==> src/rtl/pcecd_cdb_assembler.sv <==
// pcecd_cdb_assembler
// Collects PC Engine CD command bytes (one per REQ/ACK handshake) into a packed
// CDB whose length is fixed by the opcode group. The complete CDB is then handed
// to the command executor over a valid/ready handshake. A partial CDB is dropped
// after TIMEOUT_CYCLES idle cycles, and i_abort discards any work in progress.
module pcecd_cdb_assembler #(
    parameter logic [15:0] TIMEOUT_CYCLES = 16'd50000,
    parameter logic [3:0]  VENDOR_LEN     = 4'd10
) (
    input  logic        i_clk,
    input  logic        i_rst_n,
    input  logic        i_byte_valid,
    input  logic [7:0]  i_byte,
    output logic        o_byte_ready,
    output logic        o_want_more,
    input  logic        i_abort,
    output logic        o_cdb_valid,
    input  logic        i_cdb_ready,
    output logic [95:0] o_cdb,
    output logic [3:0]  o_cdb_len,
    output logic        o_illegal,
    output logic        o_timeout
);

    typedef enum logic [1:0] {
        S_IDLE    = 2'd0,
        S_COLLECT = 2'd1,
        S_HOLD    = 2'd2
    } state_t;

    state_t       state_q;
    logic [95:0]  cdb_q;
    logic [3:0]   cdb_len_q;
    logic [3:0]   len_q;
    logic [3:0]   cnt_q;
    logic [15:0]  idle_q;
    logic         want_more_q;
    logic         valid_q;
    logic         illegal_q;
    logic         timeout_q;
    logic         byte_ready_q;

    logic [3:0]   opc_len_d;
    logic         opc_illegal_d;
    logic [3:0]   cnt_d;
    logic [6:0]   wr_idx_d;

    assign cnt_d    = cnt_q + 4'd1;
    assign wr_idx_d = {cnt_q, 3'b000};

    // Opcode group decode: CDB length and reserved-group flag from bits [7:5].
    always_comb begin
        opc_len_d     = 4'd1;
        opc_illegal_d = 1'b0;
        unique case (i_byte[7:5])
            3'b000:         opc_len_d = 4'd6;
            3'b001, 3'b010: opc_len_d = 4'd10;
            3'b101:         opc_len_d = 4'd12;
            3'b110, 3'b111: opc_len_d = VENDOR_LEN;
            default: begin
                opc_len_d     = 4'd1;
                opc_illegal_d = 1'b1;
            end
        endcase
    end

    // Assembler FSM: every output is a register updated here.
    // Abort shares the reset path and therefore wins over bytes, ready and timeout.
    always_ff @(posedge i_clk) begin
        if (!i_rst_n || i_abort) begin
            state_q      <= S_IDLE;
            cdb_q        <= '0;
            cdb_len_q    <= '0;
            len_q        <= '0;
            cnt_q        <= '0;
            idle_q       <= '0;
            want_more_q  <= 1'b0;
            valid_q      <= 1'b0;
            illegal_q    <= 1'b0;
            timeout_q    <= 1'b0;
            byte_ready_q <= 1'b1;
        end else begin
            timeout_q <= 1'b0;
            unique case (state_q)
                S_IDLE: begin
                    if (i_byte_valid) begin
                        cdb_q  <= {88'b0, i_byte};
                        cnt_q  <= 4'd1;
                        idle_q <= '0;
                        len_q  <= opc_len_d;
                        if (opc_illegal_d) begin
                            illegal_q    <= 1'b1;
                            valid_q      <= 1'b1;
                            cdb_len_q    <= 4'd1;
                            byte_ready_q <= 1'b0;
                            state_q      <= S_HOLD;
                        end else begin
                            want_more_q <= 1'b1;
                            cdb_len_q   <= '0;
                            state_q     <= S_COLLECT;
                        end
                    end
                end
                S_COLLECT: begin
                    if (i_byte_valid) begin
                        cdb_q[wr_idx_d +: 8] <= i_byte;
                        cnt_q                <= cnt_d;
                        idle_q               <= '0;
                        // The 12-byte cap keeps a mis-set VENDOR_LEN from overrunning o_cdb.
                        if (cnt_d == len_q || cnt_d == 4'd12) begin
                            want_more_q  <= 1'b0;
                            cdb_len_q    <= cnt_d;
                            valid_q      <= 1'b1;
                            byte_ready_q <= 1'b0;
                            state_q      <= S_HOLD;
                        end
                    end else if (idle_q == TIMEOUT_CYCLES - 16'd1) begin
                        timeout_q   <= 1'b1;
                        want_more_q <= 1'b0;
                        cdb_q       <= '0;
                        cnt_q       <= '0;
                        idle_q      <= '0;
                        state_q     <= S_IDLE;
                    end else begin
                        idle_q <= idle_q + 16'd1;
                    end
                end
                S_HOLD: begin
                    if (i_cdb_ready) begin
                        valid_q      <= 1'b0;
                        illegal_q    <= 1'b0;
                        cnt_q        <= '0;
                        byte_ready_q <= 1'b1;
                        state_q      <= S_IDLE;
                    end
                end
                default: begin
                    state_q      <= S_IDLE;
                    byte_ready_q <= 1'b1;
                end
            endcase
        end
    end

    assign o_byte_ready = byte_ready_q;
    assign o_want_more  = want_more_q;
    assign o_cdb_valid  = valid_q;
    assign o_cdb        = cdb_q;
    assign o_cdb_len    = cdb_len_q;
    assign o_illegal    = illegal_q;
    assign o_timeout    = timeout_q;

endmodule

==> config.mk <==
export PLATFORM = sky130hd
export DESIGN_NAME = pcecd_cdb_assembler
export DESIGN_NICKNAME = d
export VERILOG_FILES = /design/src/rtl/pcecd_cdb_assembler.sv
export SDC_FILE = /design/constraint.sdc
export NUM_CORES = 1
export LEC_CHECK = 0
export BUFFER_PORTS_ARGS = -buffer_cell sky130_fd_sc_hd__buf_2
export CORE_MARGIN = 2
export CORE_UTILIZATION = 45
export CTS_CLUSTER_DIAMETER = 120
export CTS_CLUSTER_SIZE = 28
export DETAILED_ROUTE_END_ITERATION = 8
export PLACE_DENSITY = 0.68
export SKIP_CTS_REPAIR_TIMING = 1
export SLEW_MARGIN = 20
export SYNTH_ARGS = -nofsm -noshare
export SYNTH_HDL_FRONTEND = slang
export SYNTH_SLANG_ARGS = --single-unit
export TNS_END_PERCENT = 50
==> constraint.sdc <==
create_clock -name i_clk -period 6.5 [get_ports i_clk]
set_input_delay 0.65 -clock i_clk [delete_from_list [all_inputs] [get_ports i_clk]]
set_output_delay 0.65 -clock i_clk [all_outputs]
set_load 0.02 [all_outputs]
==> results summary <==
The synthesized instance count is 578. The number of nets in the finished design is 699. The commonest cells after synthesis are sky130_fd_sc_hd__dfxtp_1 (131), sky130_fd_sc_hd__nor2_1 (78), sky130_fd_sc_hd__a32o_1 (51). Across the run, the number of max-cap violations was 0.

At the worst endpoint, the arrival time is 3.13 ns. The fraction of post-synthesis cell area in the top cell type by area is 0.475. The cell class contributing the biggest share of worst-path delay is simple AND/OR/NAND/NOR gates. The flop-to-flop setup slack is 3.64 ns. The worst setup path is launched from a register. The count of warnings emitted by yosys came out at 0. The tree is rooted in a sky130_fd_sc_hd__clkbuf_16. In the final layout, the multi-input gates occupy 2710 µm².

The number of top-level pins came out at 118. The row count came out at 40. Summed over all nets, the half-perimeter wirelength after detailed placement is 9790 µm. The number of input and output port buffers inserted is 117. The register clock-pin slew on the reported worst setup and hold paths is 0.06 ns. The initial utilization of the core area, before any placement, comes to 0.460. The clock latency of the later-clocked register in the worst-skew pair came out at 0.41 ns. The detailed router finished its first iteration with 430 violations. STA classifies the critical path endpoint as a register. The max-slew headroom at the worst pin is 0.457. The total grt overflow came out at 0. The routed length per placed instance is 17.8 µm. The number of diodes came out at 0. The routed wire length came out at 14900 µm. Traced cell by cell, the critical path runs through inv_1 > ha_1 > or3b_2 > o21ai_0 > a31oi_1 > nand2b_1 > a22oi_1 > nor2_1.

Counting the buffers created by CTS gives 17. The filler cell count is 1074. The pin slew with the least headroom to its limit came out at 0.812 ns. Of the available clock period, the critical path in the final layout requires 0.441. The finished layout holds 836 standard cells, fillers aside. The tightest min-delay check is of the register to register type. The via total after detailed routing is 4914.

Data on the critical path is required at its endpoint by 6.76 ns. The mean cell area of the mapped netlist is 9.56 µm². The number of setup violations in the final report came out at 0. The post-layout utilization of the core is 0.563. The synthesized design spends more area on one cell type than any other, namely sky130_fd_sc_hd__dfxtp_1.

The footprint of the flip-flops and latches came out at 2620 µm². The largest single stage delay on the critical path is 0.73 ns. In the final layout, the share of cells above drive strength 1 is 0.264. The aggregate negative setup slack came out at 0 ns. The count of unresolved DRC violations after routing is 0.

The chip width came out at 115 µm. The via density per instance is 5.88. The power density over the cells is 286 nW/µm². The sum of buffers and inverters on the critical path is 1.

Once detail routing completed, the nets flagged for antenna violations numbered 0. The total of flip-flops plus latches after synthesis is 131. For this design, the slowest cell found on the critical path is sky130_fd_sc_hd__dfxtp_1. The CTS sink count is 131.

The number of global-route vias before repair came out at 4760. The run finished with clean final reports. The critical-path maximum fanout is 18. The overall power after layout came out at 1940 µW. The distinct cell type count of the synthesized netlist is 64. The synthesized netlist occupies a cell area of 5530 µm². For this run, the register share of the synthesized area comes to 0.475. The minimum clock period came out at 2.86 ns. The worst setup path is of the register to register kind. The number of antenna violations at the first check in global routing came to 0. The layout overhead on the synthesized area came out at 22.4%. The number of enable flip-flop cells after synthesis is 0. The commonest register cell after synthesis is sky130_fd_sc_hd__dfxtp_1. The clock arrives with 0.00664 ns of skew. Among all cell types in the netlist, the one instantiated most often is sky130_fd_sc_hd__dfxtp_1. The standby leakage power is 0.00275 µW.

The worst-case vdd ir drop is 169 µV. The global-route wire length before repair came out at 24200 µm. The buffer depth of the longest clock path came out at 2. Setup repair after global routing left no endpoint under its margin. The CTS tree is yes. The die covers 13200 µm². The final hold violation count was 0. The H-tree depth is 4. The number of nets produced by synthesis came out at 601. By area the synthesized netlist is led by sky130_fd_sc_hd__dfxtp_1 (47%), sky130_fd_sc_hd__a32o_1 (9.2%), sky130_fd_sc_hd__a22oi_1 (5.7%). The highest achievable clock rate is 349 MHz. Including well taps, the total number of placed cells is 804. From bottom edge to top edge, the die measures 115 µm. Routability-driven placement finished with a final weighted congestion of 0.859. Hold is met by 0.451 ns. The total global routing track utilization came out at 0.233. The async set-reset flop share out of synthesis came out at 0. The core footprint came out at 12000 µm². Entering global routing, the biggest net connects 71 pins.

The length of the first detailed-routing pass in iterations came out at 5. The number of slew-limit violations in the final report came out at 0.
[metal layers]
metal | up-vias | GRT usage | routed length [µm]
li1 | 2327 | - | -
met4 | 0 | 0.0651 | 174
met1 | 2403 | 0.318 | 6870
met5 | - | 0 | 0
met3 | 15 | 0.0622 | 970
met2 | 169 | 0.365 | 6860
[worst min-delay path, delay by kind of cell, from the launching register on]
family | cells | cell delay (ns)
flip-flops | 1 | 0.31
AND/OR/NAND/NOR | 1 | 0.05
AO/OA/AOI/OAI | 1 | 0.05
[logic make-up (layout without fill, tap and decap cells)]
group | after synthesis | in the layout | share of synthesized area
adders and majority gates | 10 | 10 | 0.0226
AOI/OAI and AO/OA | 153 | 153 | 0.222
xor gates and xnor gates | 23 | 23 | 0.0389
buffers and inverters | 52 | 163 | 0.0378
and+or+nand+nor | 206 | 206 | 0.199
muxes | 3 | 3 | 0.00566
DFF | 131 | 131 | 0.475
[path summary, 6_finish.rpt]
kind	start	to	cells after the start
max	cnt_q[0]$_SDFFE_PP0P_	o_cdb[67]$_SDFFE_PP0P_	8
min reg2reg	o_cdb[5]$_SDFFE_PP0P_	o_cdb[5]$_SDFFE_PP0P_	2
min	o_cdb[5]$_SDFFE_PP0P_	o_cdb[5]$_SDFFE_PP0P_	2
max reg2reg	cnt_q[0]$_SDFFE_PP0P_	o_cdb[67]$_SDFFE_PP0P_	8
[per-stage QoR]
stage	setup slack [ns]	area, µm²
after floorplan	4.10	5530
after detailed placement	3.72	6160
after CTS	3.70	6760
after global routing	3.44	6760
final	3.64	6760
after global placement	3.75	6160
[area by class of cell]
class | instances | area share
well taps | 147 | 0.0272
clock buffers | 23 | 0.0722
repair buffers | 119 | 0.0888
inverters | 12 | 0.00666
clock inverters | 9 | 0.0174
multi-input cells | 395 | 0.400
flip-flops and latches | 131 | 0.388
[cells in the final DEF, fill, tap and decap left out, drive strengths merged, types with 2 or more instances in the layout]
cell	count
bufinv	2
and4	5
and3	5
a22oi	42
nor2b	4
nand3	19
a41oi	2
a21boi	2
a21oi	20
or3	5
inv	15
nand2b	6
nand4	6
buf	119
dfxtp	131
o21ai	13
mux2i	2
o31ai	2
and2	2
xnor2	7
xor2	15
or2	3
nor4	4
clkinvlp	3
nor3b	4
ha	10
a311oi	2
clkbuf	23
o22ai	4
a21o	4
nor2	91
nor3	11
a31oi	3
a32o	51
nand2	35
[flip-flops by register name, indices dropped and copies added, names as in the netlist]
name and count:
o_cdb_valid 1, idle_q 16, len_q 4, o_cdb 96, o_byte_ready 1, o_cdb_len 4, o_want_more 1, o_timeout 1
cnt_q 4, o_illegal 1, state_q 2
[report_power, final]
group	switching, µW	total (µW)	internal [µW]	leakage (µW)
combinational	112	152	40.4	0.00140
sequential	6.92	816	809	0.00106
clock	359	969	610	0.000287
total	477	1940	1460	0.00275
Note: power is estimated with default switching activity, not from simulation.
